==> src/rtl/control_fsm.sv <==
// Multi-cycle RV32I-subset controller: FETCH/DECODE/EXEC/MEM/WB sequencing with
// sticky illegal-opcode and bus-timeout traps.
package alu_fns_pkg;
    typedef logic [3:0] alu_fn_t;
    localparam alu_fn_t ALU_ADD  = 4'd0;
    localparam alu_fn_t ALU_SUB  = 4'd1;
    localparam alu_fn_t ALU_SLL  = 4'd2;
    localparam alu_fn_t ALU_SLT  = 4'd3;
    localparam alu_fn_t ALU_SLTU = 4'd4;
    localparam alu_fn_t ALU_XOR  = 4'd5;
    localparam alu_fn_t ALU_SRL  = 4'd6;
    localparam alu_fn_t ALU_SRA  = 4'd7;
    localparam alu_fn_t ALU_OR   = 4'd8;
    localparam alu_fn_t ALU_AND  = 4'd9;
endpackage

module control_fsm
    import alu_fns_pkg::*;
#(
    parameter int CNT_W       = 32,
    parameter int MEM_TIMEOUT = 16
) (
    input  logic          clk,
    input  logic          rst,
    control_fsm_if.master bus
);
    localparam logic [2:0] S_FETCH  = 3'd0;
    localparam logic [2:0] S_DECODE = 3'd1;
    localparam logic [2:0] S_EXEC   = 3'd2;
    localparam logic [2:0] S_MEM    = 3'd3;
    localparam logic [2:0] S_WB     = 3'd4;
    localparam logic [2:0] S_TRAP   = 3'd7;

    localparam logic [6:0] OP_R      = 7'b0110011;
    localparam logic [6:0] OP_I      = 7'b0010011;
    localparam logic [6:0] OP_LOAD   = 7'b0000011;
    localparam logic [6:0] OP_STORE  = 7'b0100011;
    localparam logic [6:0] OP_BRANCH = 7'b1100011;
    localparam logic [6:0] OP_JAL    = 7'b1101111;
    localparam logic [6:0] OP_LUI    = 7'b0110111;

    localparam int TW = $clog2(MEM_TIMEOUT + 1);

    logic [2:0]       r_state;
    logic [2:0]       w_next;
    logic [TW-1:0]    r_tmo;
    logic             r_illegal;
    logic             r_bus_err;
    logic [CNT_W-1:0] r_instret;

    logic w_is_r, w_is_i, w_is_ld, w_is_st, w_is_br, w_is_jal, w_is_lui, w_known;
    logic w_mem_req, w_mem_we, w_iord, w_ir_en, w_pc_en, w_rf_wr_en, w_retire;
    logic w_wait, w_tmo_hit, w_taken;
    logic [1:0] w_pc_src, w_rf_wr_sel, w_alu_src_b;
    alu_fn_t    w_alu_fn;

    // alt selects SUB for funct3=000 and SRA for funct3=101
    function automatic alu_fn_t alu_dec(input logic alt, input logic [2:0] f3);
        case (f3)
            3'b000:  return alt ? ALU_SUB : ALU_ADD;
            3'b001:  return ALU_SLL;
            3'b010:  return ALU_SLT;
            3'b011:  return ALU_SLTU;
            3'b100:  return ALU_XOR;
            3'b101:  return alt ? ALU_SRA : ALU_SRL;
            3'b110:  return ALU_OR;
            default: return ALU_AND;
        endcase
    endfunction

    // IR only loads in FETCH, so opcode stays valid through EXEC/MEM/WB
    assign w_is_r   = (bus.opcode == OP_R);
    assign w_is_i   = (bus.opcode == OP_I);
    assign w_is_ld  = (bus.opcode == OP_LOAD);
    assign w_is_st  = (bus.opcode == OP_STORE);
    assign w_is_br  = (bus.opcode == OP_BRANCH);
    assign w_is_jal = (bus.opcode == OP_JAL);
    assign w_is_lui = (bus.opcode == OP_LUI);
    assign w_known  = w_is_r | w_is_i | w_is_ld | w_is_st | w_is_br | w_is_jal | w_is_lui;
    assign w_taken  = ((bus.funct3 == 3'b000) &  bus.alu_zero)
                    | ((bus.funct3 == 3'b001) & ~bus.alu_zero);

    always_comb begin
        w_next      = r_state;
        w_mem_req   = 1'b0;
        w_mem_we    = 1'b0;
        w_iord      = 1'b0;
        w_ir_en     = 1'b0;
        w_pc_en     = 1'b0;
        w_pc_src    = 2'd0;
        w_rf_wr_en  = 1'b0;
        w_rf_wr_sel = 2'd0;
        w_alu_src_b = 2'd0;
        w_alu_fn    = ALU_ADD;
        w_retire    = 1'b0;
        case (r_state)
            S_FETCH: begin
                w_mem_req = 1'b1;
                if (bus.mem_ready) begin
                    w_ir_en = 1'b1;
                    w_next  = S_DECODE;
                end
            end
            S_DECODE: w_next = w_known ? S_EXEC : S_TRAP;
            S_EXEC: begin
                if (w_is_r) begin
                    w_alu_fn = alu_dec(bus.funct7[5], bus.funct3);
                    w_next   = S_WB;
                end else if (w_is_i) begin
                    w_alu_src_b = 2'd1;
                    w_alu_fn    = alu_dec((bus.funct3 == 3'b101) & bus.funct7[5], bus.funct3);
                    w_next      = S_WB;
                end else if (w_is_ld | w_is_st) begin
                    w_alu_src_b = 2'd1;
                    w_next      = S_MEM;
                end else if (w_is_br) begin
                    w_alu_fn = ALU_SUB;
                    w_pc_en  = 1'b1;
                    w_pc_src = w_taken ? 2'd1 : 2'd0;
                    w_retire = 1'b1;
                    w_next   = S_FETCH;
                end else if (w_is_jal | w_is_lui) begin
                    w_rf_wr_en  = 1'b1;
                    w_rf_wr_sel = w_is_jal ? 2'd2 : 2'd3;
                    w_pc_en     = 1'b1;
                    w_pc_src    = w_is_jal ? 2'd2 : 2'd0;
                    w_retire    = 1'b1;
                    w_next      = S_FETCH;
                end else begin
                    w_next = S_TRAP;
                end
            end
            S_MEM: begin
                w_mem_req   = 1'b1;
                w_iord      = 1'b1;
                w_mem_we    = w_is_st;
                w_alu_src_b = 2'd1;
                if (bus.mem_ready) begin
                    if (w_is_st) begin
                        w_pc_en  = 1'b1;
                        w_retire = 1'b1;
                        w_next   = S_FETCH;
                    end else begin
                        w_next = S_WB;
                    end
                end
            end
            S_WB: begin
                w_rf_wr_en  = 1'b1;
                w_rf_wr_sel = w_is_ld ? 2'd1 : 2'd0;
                w_pc_en     = 1'b1;
                w_retire    = 1'b1;
                w_next      = S_FETCH;
            end
            S_TRAP:  w_next = S_TRAP;
            default: w_next = S_TRAP;
        endcase
        // a ready in the final wait cycle takes priority over the timeout
        if (w_tmo_hit) w_next = S_TRAP;
    end

    assign w_wait    = w_mem_req & ~bus.mem_ready;
    assign w_tmo_hit = w_wait & (r_tmo == TW'(MEM_TIMEOUT - 1));

    always_ff @(posedge clk or negedge rst) begin
        if (!rst) begin
            r_state   <= S_FETCH;
            r_tmo     <= '0;
            r_illegal <= 1'b0;
            r_bus_err <= 1'b0;
            r_instret <= '0;
        end else begin
            r_state <= w_next;
            r_tmo   <= (w_wait && (w_next == r_state)) ? r_tmo + 1'b1 : '0;
            if (r_state == S_DECODE && !w_known) r_illegal <= 1'b1;
            if (w_tmo_hit)                       r_bus_err <= 1'b1;
            if (w_retire)                        r_instret <= r_instret + 1'b1;
        end
    end

    // strobes are forced low while reset is held, including a request in flight
    assign bus.mem_req   = rst & w_mem_req;
    assign bus.mem_we    = rst & w_mem_we;
    assign bus.iord      = w_iord;
    assign bus.ir_en     = rst & w_ir_en;
    assign bus.pc_en     = rst & w_pc_en;
    assign bus.pc_src    = w_pc_src;
    assign bus.rf_wr_en  = rst & w_rf_wr_en;
    assign bus.rf_wr_sel = w_rf_wr_sel;
    assign bus.alu_src_b = w_alu_src_b;
    assign bus.alu_fn    = w_alu_fn;
    assign bus.illegal   = r_illegal;
    assign bus.bus_err   = r_bus_err;
    assign bus.instret   = r_instret;
endmodule
==> src/rtl/control_fsm_if.sv <==
// Controller <-> datapath/memory bundle for the multi-cycle RV32I-subset controller.
// master = controller side, slave = datapath/memory side.
interface control_fsm_if #(
    parameter int CNT_W = 32
);
    logic [6:0]       opcode;
    logic [2:0]       funct3;
    logic [6:0]       funct7;
    logic             alu_zero;
    logic             mem_ready;
    logic             mem_req;
    logic             mem_we;
    logic             iord;
    logic             ir_en;
    logic             pc_en;
    logic [1:0]       pc_src;
    logic             rf_wr_en;
    logic [1:0]       rf_wr_sel;
    logic [1:0]       alu_src_b;
    logic [3:0]       alu_fn;
    logic             illegal;
    logic             bus_err;
    logic [CNT_W-1:0] instret;

    modport master (
        input  opcode, funct3, funct7, alu_zero, mem_ready,
        output mem_req, mem_we, iord, ir_en, pc_en, pc_src, rf_wr_en, rf_wr_sel,
               alu_src_b, alu_fn, illegal, bus_err, instret
    );

    modport slave (
        output opcode, funct3, funct7, alu_zero, mem_ready,
        input  mem_req, mem_we, iord, ir_en, pc_en, pc_src, rf_wr_en, rf_wr_sel,
               alu_src_b, alu_fn, illegal, bus_err, instret
    );
endinterface

==> src/flat_wrapper.sv <==
// flat-port wrapper written by rule: the top's interface ports become plain ports
module control_fsm_flat import alu_fns_pkg::*;
#(
    parameter int CNT_W       = 32,
    parameter int MEM_TIMEOUT = 16
)
  (clk, rst, bus_opcode, bus_funct3, bus_funct7, bus_alu_zero, bus_mem_ready, bus_mem_req, bus_mem_we, bus_iord, bus_ir_en, bus_pc_en, bus_pc_src, bus_rf_wr_en, bus_rf_wr_sel, bus_alu_src_b, bus_alu_fn, bus_illegal, bus_bus_err, bus_instret);
  control_fsm_if #(.CNT_W(CNT_W)) bus_i ();
  input  logic clk;
  input  logic rst;
  input wire logic [$bits(bus_i.opcode)-1:0] bus_opcode;
  input wire logic [$bits(bus_i.funct3)-1:0] bus_funct3;
  input wire logic [$bits(bus_i.funct7)-1:0] bus_funct7;
  input wire logic [$bits(bus_i.alu_zero)-1:0] bus_alu_zero;
  input wire logic [$bits(bus_i.mem_ready)-1:0] bus_mem_ready;
  output wire logic [$bits(bus_i.mem_req)-1:0] bus_mem_req;
  output wire logic [$bits(bus_i.mem_we)-1:0] bus_mem_we;
  output wire logic [$bits(bus_i.iord)-1:0] bus_iord;
  output wire logic [$bits(bus_i.ir_en)-1:0] bus_ir_en;
  output wire logic [$bits(bus_i.pc_en)-1:0] bus_pc_en;
  output wire logic [$bits(bus_i.pc_src)-1:0] bus_pc_src;
  output wire logic [$bits(bus_i.rf_wr_en)-1:0] bus_rf_wr_en;
  output wire logic [$bits(bus_i.rf_wr_sel)-1:0] bus_rf_wr_sel;
  output wire logic [$bits(bus_i.alu_src_b)-1:0] bus_alu_src_b;
  output wire logic [$bits(bus_i.alu_fn)-1:0] bus_alu_fn;
  output wire logic [$bits(bus_i.illegal)-1:0] bus_illegal;
  output wire logic [$bits(bus_i.bus_err)-1:0] bus_bus_err;
  output wire logic [$bits(bus_i.instret)-1:0] bus_instret;
  assign bus_i.opcode = bus_opcode;
  assign bus_i.funct3 = bus_funct3;
  assign bus_i.funct7 = bus_funct7;
  assign bus_i.alu_zero = bus_alu_zero;
  assign bus_i.mem_ready = bus_mem_ready;
  assign bus_mem_req = bus_i.mem_req;
  assign bus_mem_we = bus_i.mem_we;
  assign bus_iord = bus_i.iord;
  assign bus_ir_en = bus_i.ir_en;
  assign bus_pc_en = bus_i.pc_en;
  assign bus_pc_src = bus_i.pc_src;
  assign bus_rf_wr_en = bus_i.rf_wr_en;
  assign bus_rf_wr_sel = bus_i.rf_wr_sel;
  assign bus_alu_src_b = bus_i.alu_src_b;
  assign bus_alu_fn = bus_i.alu_fn;
  assign bus_illegal = bus_i.illegal;
  assign bus_bus_err = bus_i.bus_err;
  assign bus_instret = bus_i.instret;
  control_fsm #(.CNT_W(CNT_W), .MEM_TIMEOUT(MEM_TIMEOUT)) u_core (.clk(clk), .rst(rst), .bus(bus_i));
endmodule
==> config.mk <==
export PLATFORM = sky130hd
export DESIGN_NAME = control_fsm_flat
export DESIGN_NICKNAME = d
export VERILOG_FILES = /design/src/rtl/control_fsm.sv /design/src/rtl/control_fsm_if.sv /design/src/flat_wrapper.sv
export SDC_FILE = /design/constraint.sdc
export NUM_CORES = 1
export LEC_CHECK = 0
export CORE_UTILIZATION = 49
export CTS_CLUSTER_DIAMETER = 200
export DETAILED_ROUTE_END_ITERATION = 8
export PLACE_DENSITY_LB_ADDON = 0.05
export SYNTH_ARGS = -nofsm -noshare
export SYNTH_HDL_FRONTEND = slang
export SYNTH_SLANG_ARGS = --single-unit
==> constraint.sdc <==
create_clock -name clk -period 4.9 [get_ports clk]
set_clock_uncertainty 0.1 [all_clocks]
set_input_delay 1.47 -clock clk [delete_from_list [all_inputs] [get_ports clk]]
set_output_delay 1.47 -clock clk [all_outputs]
set_load 0.02 [all_outputs]
==> results of run 1 <==
==> sequential cells by signal (all words and copies together), names as in the netlist <==
signal              count
u_core.bus.instret     32
u_core.r_tmo            5
u_core.bus.bus_err      1
u_core.bus.illegal      1
u_core.r_state          3
==> power breakdown <==
| group | switching [mW] | total, mW | internal (mW) |
|---|---|---|---|
| Combinational | 0.0320 | 0.0630 | 0.0310 |
| Sequential | 0.00447 | 0.354 | 0.350 |
| Clock | 0.128 | 0.333 | 0.204 |
| Total | 0.165 | 0.750 | 0.585 |
==> worst reg2reg max path, stage by stage (launching register included) <==
cell and delay, ns:
dfrtp_1 0.45, and4_1 0.37, nand4_1 0.77, a2111oi_2 0.68
xor2_1 0.20
==> cells by family after synthesis <==
logic type / count (synthesis) / share of synthesized area (%)
muxes: 3 / 1.24
buffers and inverters: 21 / 4.05
AOI/OAI and AO/OA: 56 / 19.3
DFF: 42 / 40.0
other: 1 / 0.143
and+or+nand+nor: 102 / 22.2
xor gates and xnor gates: 35 / 11.7
adders and majority gates: 3 / 1.43
==> worst paths after layout <==
| check | start | endpoint | slack [ns] | cells past startpoint |
|---|---|---|---|---|
| worst max-delay path | bus_opcode[3] | bus_alu_fn[1] | 0.08 | 6 |
| worst min-delay path | u_core.bus.illegal$_DFFE_PN0P_ | u_core.bus.illegal$_DFFE_PN0P_ | 0.36 | 1 |
| worst max register to register | u_core.bus.instret[5]$_DFFE_PN0P_ | u_core.bus.instret[28]$_DFFE_PN0P_ | 2.27 | 4 |
| worst min register to register | u_core.bus.illegal$_DFFE_PN0P_ | u_core.bus.illegal$_DFFE_PN0P_ | 0.36 | 1 |
| max in group asynchronous | rst | u_core.bus.instret[0]$_DFFE_PN0P_ | 3.16 | 2 |
| min in group asynchronous | rst | u_core.r_tmo[2]$_DFF_PN0_ | 0.97 | 1 |
==> timing repair <==
item,CTS,global route
endpoints found under the hold margin,0,0
pin swaps,0,2
gates resized for setup,19,13
endpoints found under the setup margin,10,8
gates cloned,0,0
hold buffers,0,0
==> area by class of cell <==
class,instances,area [um2],area share [%]
Multi-Input combinational cell,200,1510,42.5
Clock inverter,3,68.8,1.94
Inverter,4,15.0,0.424
Tap cell,70,87.6,2.47
Timing Repair Buffer,83,743,21.0
Sequential cell,42,1050,29.7
Clock buffer,5,68.8,1.94
==> per-layer routing <==
| layer | vias up | wire length, um |
|---|---|---|
| met5 | - | 0 |
| li1 | 1119 | - |
| met1 | 1136 | 2720 |
| met2 | 58 | 3230 |
| met3 | 7 | 298 |
| met4 | 0 | 84 |
==> layout by cell type, fill, tap and decap left out, types with 3 or more instances in the layout <==
master	netlist	final
buf_2	1	3
nor2_1	14	13
buf_4	1	20
and4_1	6	6
nand3_1	12	12
o21ai_0	4	4
and2_1	6	6
a211oi_1	4	4
inv_1	4	4
a21boi_0	3	3
a21oi_1	12	12
clkbuf_2	0	4
clkbuf_8	0	5
nand2b_1	5	5
clkdlybuf4s50_1	0	51
a2111oi_2	16	16
nand4_1	11	11
dfrtp_1	42	42
dlygate4sd2_1	0	4
nor3b_1	4	4
nand2_1	20	19
ha_1	3	3
xor2_1	30	30
o21a_1	3	3
and3_1	10	10
xnor2_1	5	5
==> through the flow <==
| stage | setup WS [ns] | TNS, ns | cells | hold WS, ns |
|---|---|---|---|---|
| detailed placement | -0.440 | -2.49 | 399 | 0.347 |
| CTS | 0.00462 | 0 | 407 | 0.367 |
| floorplan | 0.289 | 0 | 263 | 0.333 |
| global route | 0.00497 | 0 | 407 | 0.389 |
| global placement | -0.383 | -2.25 | 399 | 0.338 |
| finish | 0.0770 | 0 | 407 | 0.362 |
==> results.json, run 1 <==
{
  "status": "completed",
  "synth_common_cells": "dfrtp_1, xor2_1, nand2_1",
  "ys_seq_area_share_pct": 40.0,
  "initial_core_util_pct": 51.1,
  "netlist.top_cell.by_area": "dfrtp_1",
  "insertedDiodeCount": 0,
  "ys_ff_latch": 42,
  "synth.most_common_cell": "dfrtp_1",
  "total_power_mw": 0.750,
  "crit_family": "buffers and inverters",
  "critPathCaptureType": "output port",
  "postRouteAntennaNets": 0,
  "grt_use_met2_pct": 38.6,
  "cp_max_fo": 7,
  "clkTransAtPathRegs_ns": 0.09,
  "area_growth_pct": 34.8,
  "grt_pass1_vias": 2095,
  "clkLatencyLatePin_ns": 0.31,
  "critical_path_arrival_ns": 3.25,
  "track_usage_pct": 23.3,
  "die_w_um": 75.2,
  "placed_cell_area_um2": 3410,
  "cts_tree": "yes",
  "max-cap-violations": 0,
  "die_y_um": 75.2,
  "p_leak_nw": 1.62,
  "synthArstFlopShare_pct": 100,
  "wl_per_cell_um": 15.5,
  "worstPathRequired_ns": 3.33,
  "dieArea_um2": 5660,
  "final-setup-viol-count": 0,
  "netlist.area_leader.share_pct": 40.0,
  "gp_congestion": 0.849,
  "fmax_mhz": 207,
  "synthCells": 263,
  "core_area_um2": 5140,
  "finish.instance_area_um2": 3540,
  "numCtsBuffers": 5,
  "n_fill_cell": 451,
  "crit_buf_inv": 3,
  "max_stage_delay_ns": 0.47,
  "post-dp-hpwl_um": 4440,
  "cp_slowest_cell": "or3_1",
  "rsz0062_at_grt": "no",
  "finish.utilization_pct": 68.9,
  "synth_nets": 287,
  "vias": 2320,
  "hold_viol": 0,
  "num_io_pins": 71,
  "post-cts-setup-buffer-count": 0,
  "grt_max_degree": 31,
  "clock-sinks": 42,
  "root_buffer": "clkbuf_8",
  "relSlewSlack_pct": 38.0,
  "wl_um": 6330,
  "synth.avg_cell_area_um2": 9.99,
  "synthFlopType": "dfrtp_1",
  "fp-row-count": 26,
  "ys_types": 48,
  "synth_area_um2": 2630,
  "worst_setup_path_start_kind": "primary input",
  "synth_edf_count": 0,
  "first_pass_iters": 4,
  "drc_errors": 0,
  "grtUsageMet3_pct": 4.28,
  "yosys-top-cells-area": "dfrtp_1, xor2_1, a2111oi_2",
  "tightest_slew_ns": 0.927,
  "ir_drop_v": 0.000211,
  "antenna_found_initial": 0,
  "grt_most_used_layer": "met2",
  "finalCriticalPeriod_ns": 4.82,
  "min_path_type": "flop to flop",
  "portBuffers": 63,
  "period_share_pct": 98.4,
  "slew_violations": 0,
  "p_per_area_nw_per_um2": 212,
  "clockBufferDepth": 2,
  "drt-initial-drc-count": 64,
  "htree_levels": 2,
  "grt_pass1_wl_um": 9920,
  "synth_warnings": 0,
  "crit_chain": "clkdlybuf4s50_1, buf_4, or3_1, nor3_4, and3_1, dlygate4sd2_1",
  "gr-total-overflow": 0,
  "drive_above_1_share_pct": 17.8,
  "use_met1_pct": 31.1,
  "critical_path_class": "primary input to output port",
  "nNetsFinal": 360,
  "vias_per_cell": 5.70
}
(Power assumes the default switching activity.)
==> inputs of run 2 (changes only) <==
CORE_UTILIZATION = 63   (was 49)
DONT_BUFFER_PORTS = 1   (was not set)
SKIP_LAST_GASP = 1   (was not set)
==> results.json, run 2 (synthesis gave the netlist of run 1 again) <==
{
  "status": "completed",
  "placed_cell_area_um2": 2640,
  "worst_setup_path_start_kind": "primary input",
  "portBuffers": 0,
  "grt_pass1_wl_um": 8890,
  "vias": 2048,
  "largest_reg_flops": 32,
  "clkLatencyLatePin_ns": 0.30,
  "layout.cells.non_filler": 308,
  "dieArea_um2": 4430,
  "max_stage_delay_ns": 0.52,
  "seq_power_share_pct": 55.3,
  "hold_viol": 0,
  "rsz0062_at_grt": "no",
  "gr-total-overflow": 0,
  "power_frac_comb_pct": 2.5,
  "numCtsBuffers": 5,
  "initial_core_util_pct": 65.7,
  "post-cts-setup-buffer-count": 0,
  "die_w_um": 66.6,
  "tightest_slew_ns": 0.956,
  "setup_ws_ns": 0.537,
  "cp_max_fo": 8,
  "finish.instance_area_um2": 2750,
  "die_y_um": 66.6,
  "critical_path_class": "primary input to output port",
  "tns_ns": 0,
  "worstPathRequired_ns": 3.33,
  "crit_chain": "or4b_4, a311o_1, nand2_1, and2_1",
  "p_switching_mw": 0.140,
  "fmax_mhz": 229,
  "p_int_mw": 0.510,
  "grt_max_degree": 48,
  "core_area_um2": 4000,
  "track_usage_pct": 26.7,
  "wl_per_cell_um": 18.4,
  "drive_above_1_share_pct": 12.8,
  "dpl_worst_slack_ns": 0.547,
  "final_cell_mix": "dfrtp_1, xor2_1, nand2_1, a2111oi_2, nor2_1",
  "max-cap-violations": 0,
  "critPathCaptureType": "output port",
  "vias_per_cell": 6.65,
  "finalCriticalPeriod_ns": 4.36,
  "drc_errors": 0,
  "drt-initial-drc-count": 129,
  "fp-row-count": 23,
  "critical_path_arrival_ns": 2.79,
  "postRouteAntennaNets": 0,
  "p_per_area_nw_per_um2": 236,
  "clkTransAtPathRegs_ns": 0.09,
  "cts_hold_buffers": 0,
  "p_leak_nw": 1.24,
  "period_share_pct": 89.0,
  "num_io_pins": 71,
  "relSlewSlack_pct": 36.1,
  "cts_tree": "yes",
  "switching_share_pct": 21.5,
  "post-dp-hpwl_um": 3960,
  "slew_violations": 0,
  "nNetsFinal": 281,
  "crit_buf_inv": 0,
  "root_buffer": "clkbuf_8",
  "ir_drop_v": 0.000171,
  "insertedDiodeCount": 0,
  "grt_pass1_vias": 1875,
  "crit_family": "simple AND/OR/NAND/NOR gates",
  "wl_um": 5680,
  "antenna_found_initial": 0,
  "final-setup-viol-count": 0,
  "ctsResizeCount": 0,
  "gp_congestion": 0.822,
  "clock-sinks": 42,
  "htree_levels": 2,
  "first_pass_iters": 4,
  "area_growth_pct": 4.81,
  "min_path_type": "flop to flop",
  "clockBufferDepth": 2,
  "pwr-share-clk_pct": 42.2,
  "cp_slowest_cell": "or4b_4",
  "final_common_cell": "dfrtp_1",
  "dp_cells": 300
}
run 2: cell types whose count changed in the layout (fill, tap and decap cells not counted), moves of 3 or more:
cell,before,now
clkdlybuf4s50_1,51,0
buf_4,20,4
clkbuf_2,4,0
dlygate4sd2_1,4,0
buf_2,3,0
run 2: worst paths after layout:
kind                                                   start                            endpoint  slack [ns]  cells after the start
setup / recovery                               bus_opcode[3]                           bus_pc_en        0.54                      4
hold / removal                     u_core.r_tmo[0]$_DFF_PN0_           u_core.r_tmo[0]$_DFF_PN0_        0.37                      1
setup reg to reg           u_core.bus.instret[5]$_DFFE_PN0P_  u_core.bus.instret[29]$_DFFE_PN0P_        2.12                      4
hold reg to reg                    u_core.r_tmo[0]$_DFF_PN0_           u_core.r_tmo[0]$_DFF_PN0_        0.37                      1
max in group asynchronous                                rst  u_core.bus.instret[12]$_DFFE_PN0P_        3.85                      0
min in group asynchronous                                rst           u_core.r_tmo[1]$_DFF_PN0_        0.75                      0
run 2: layer usage:
layer | vias up | wire [um] | track usage (%)
met1 | 1022 | 2420 | 32.4
li1 | 961 | - | -
met5 | - | 0 | 0
met4 | 0 | 53 | 5.32
met3 | 6 | 348 | 8.90
met2 | 59 | 2850 | 46.0
run 2: power by group through the flow:
| stage | Sequential [mW] | Clock [mW] | Combinational, mW |
|---|---|---|---|
| global route | 0.360 | 0.291 | 0.0181 |
| global placement | 0.366 | 0 | 0.0160 |
| CTS | 0.360 | 0.277 | 0.0164 |
| finish | 0.359 | 0.275 | 0.0164 |
| floorplan | 0.365 | 0 | 0.0170 |
| detailed placement | 0.366 | 0 | 0.0163 |
run 2: metrics by stage:
step | total power, mW | hold slack [ns] | util [%]
finish | 0.651 | 0.367 | 68.8
global placement | 0.382 | 0.352 | 66.1
detailed placement | 0.383 | 0.359 | 66.1
global route | 0.670 | 0.385 | 68.8
floorplan | 0.382 | 0.333 | -
CTS | 0.652 | 0.372 | 68.8
run 2: cell type report:
cell class                      instances  area [um2]
Tap cell                               50        62.6
Clock buffer                            6        72.6
Fill cell                             312        1250
Sequential cell                        42        1050
Multi-Input combinational cell        200        1480
Clock inverter                          2        37.5
Timing Repair Buffer                    4        30.0
Inverter                                4        15.0
==> inputs of run 3 (changes only) <==
CORE_UTILIZATION = 57   (was 63)
clock period = 3.5 ns   (was 4.9 ns; I/O delays follow)
==> results.json, run 3 (synthesis gave the netlist of run 1 again) <==
{
  "max-cap-violations": 0,
  "finish.instance_area_um2": 2810,
  "fp-row-count": 24,
  "hold_viol": 0,
  "antenna_found_initial": 0,
  "layout.cells.non_filler": 317,
  "tightest_slew_ns": 0.690,
  "setup_ws_ns": 0.186,
  "first_pass_iters": 4,
  "htree_levels": 2,
  "n_fill_cell": 366,
  "area_growth_pct": 7.10,
  "final_cell_mix": "dfrtp_1, xor2_1, nand2_1, a2111oi_2, nor2_1",
  "postRouteAntennaNets": 0,
  "cp_max_fo": 14,
  "portBuffers": 0,
  "crit_chain": "or4b_4, a311o_1, nand2_4, and2_4",
  "fmax_mhz": 302,
  "critical_path_arrival_ns": 2.16,
  "post-cts-setup-buffer-count": 0,
  "dieArea_um2": 4880,
  "tns_ns": 0,
  "ir_drop_v": 0.000227,
  "cts_hold_buffers": 0,
  "final-setup-viol-count": 0,
  "drive_above_1_share_pct": 17.0,
  "period_share_pct": 94.7,
  "relSlewSlack_pct": 53.6,
  "worstPathRequired_ns": 2.35,
  "wl_per_cell_um": 16.8,
  "die_y_um": 69.9,
  "p_per_area_nw_per_um2": 303,
  "total_power_mw": 0.852,
  "insertedDiodeCount": 0,
  "largest_reg_flops": 32,
  "holdWs_ns": 0.342,
  "slew_violations": 0,
  "cp_slowest_cell": "or4b_4",
  "rsz0062_at_grt": "no",
  "die_w_um": 69.9,
  "track_usage_pct": 23.1,
  "worst_setup_path_start_kind": "primary input",
  "cts_tree": "yes",
  "crit_family": "simple AND/OR/NAND/NOR gates",
  "post-dp-hpwl_um": 3740,
  "critical_path_class": "primary input to output port",
  "grt_max_degree": 48,
  "wl_um": 5330,
  "placed_cell_area_um2": 2710,
  "dp_cells": 309,
  "gp_congestion": 0.764,
  "clkLatencyLatePin_ns": 0.29,
  "max_stage_delay_ns": 0.52,
  "drt-initial-drc-count": 156,
  "nNetsFinal": 288,
  "vias": 2028,
  "critPathCaptureType": "output port",
  "finish.utilization_pct": 64.2,
  "gr-total-overflow": 0,
  "clock-sinks": 42,
  "crit_buf_inv": 0,
  "dpl_worst_slack_ns": 0.0990,
  "clockBufferDepth": 2,
  "grt_pass1_vias": 1905,
  "root_buffer": "clkbuf_8",
  "initial_core_util_pct": 59.9,
  "p_leak_nw": 1.28,
  "core_area_um2": 4380,
  "clkTransAtPathRegs_ns": 0.08,
  "status": "completed",
  "finalCriticalPeriod_ns": 3.31,
  "num_io_pins": 71,
  "grt_pass1_wl_um": 9180,
  "final_common_cell": "dfrtp_1",
  "vias_per_cell": 6.40,
  "numCtsBuffers": 5,
  "min_path_type": "primary input to asynchronous set/reset pin",
  "drc_errors": 0
}
run 3: final timing paths:
kind | from | endpoint | slack, ns | cells after the start
worst max register to register | u_core.r_state[2]$_DFF_PN0_ | u_core.bus.instret[28]$_DFFE_PN0P_ | 1.08 | 5
max in group asynchronous | rst | u_core.bus.instret[8]$_DFFE_PN0P_ | 2.86 | 0
worst min-delay path | rst | u_core.bus.illegal$_DFFE_PN0P_ | 0.34 | 0
worst min register to register | u_core.r_tmo[0]$_DFF_PN0_ | u_core.r_tmo[0]$_DFF_PN0_ | 0.39 | 1
min in group clk | u_core.r_tmo[0]$_DFF_PN0_ | u_core.r_tmo[0]$_DFF_PN0_ | 0.39 | 1
worst max-delay path | bus_opcode[4] | bus_pc_en | 0.19 | 4
run 3: timing repair:
| item | 4_1_cts | 5_1_grt |
|---|---|---|
| endpoints found under the hold margin | 0 | 0 |
| resized for setup | 0 | 1 |
| setup endpoints to repair | 0 | 2 |
run 3: layout make-up:
cell class              count  area (um2)  share of cell area, %
flip-flops and latches     42        1050                   37.4
inverters                   4        15.0                  0.534
repair buffers             11        82.6                   2.94
clock buffers               6        82.6                   2.94
well taps                  52        65.1                   2.31
clock inverters             2        12.5                  0.445
multi-input cells         200        1500                   53.5
run 3: power breakdown:
part | internal, mW | switching [mW]
clock | 0.159 | 0.166
sequential | 0.490 | 0.0132
combinational | 0.0124 | 0.0111
total | 0.661 | 0.191
run 3: per-layer routing:
metal | wire [um] | part of all wire [%] | vias up | GRT usage [%]
met3 | 272 | 5.1 | 5 | 6.20
met4 | 48 | 0.90 | 0 | 5.33
met5 | 0 | 0 | - | 0
met1 | 2450 | 46 | 997 | 30.8
met2 | 2560 | 48 | 52 | 37.6
li1 | - | - | 974 | -
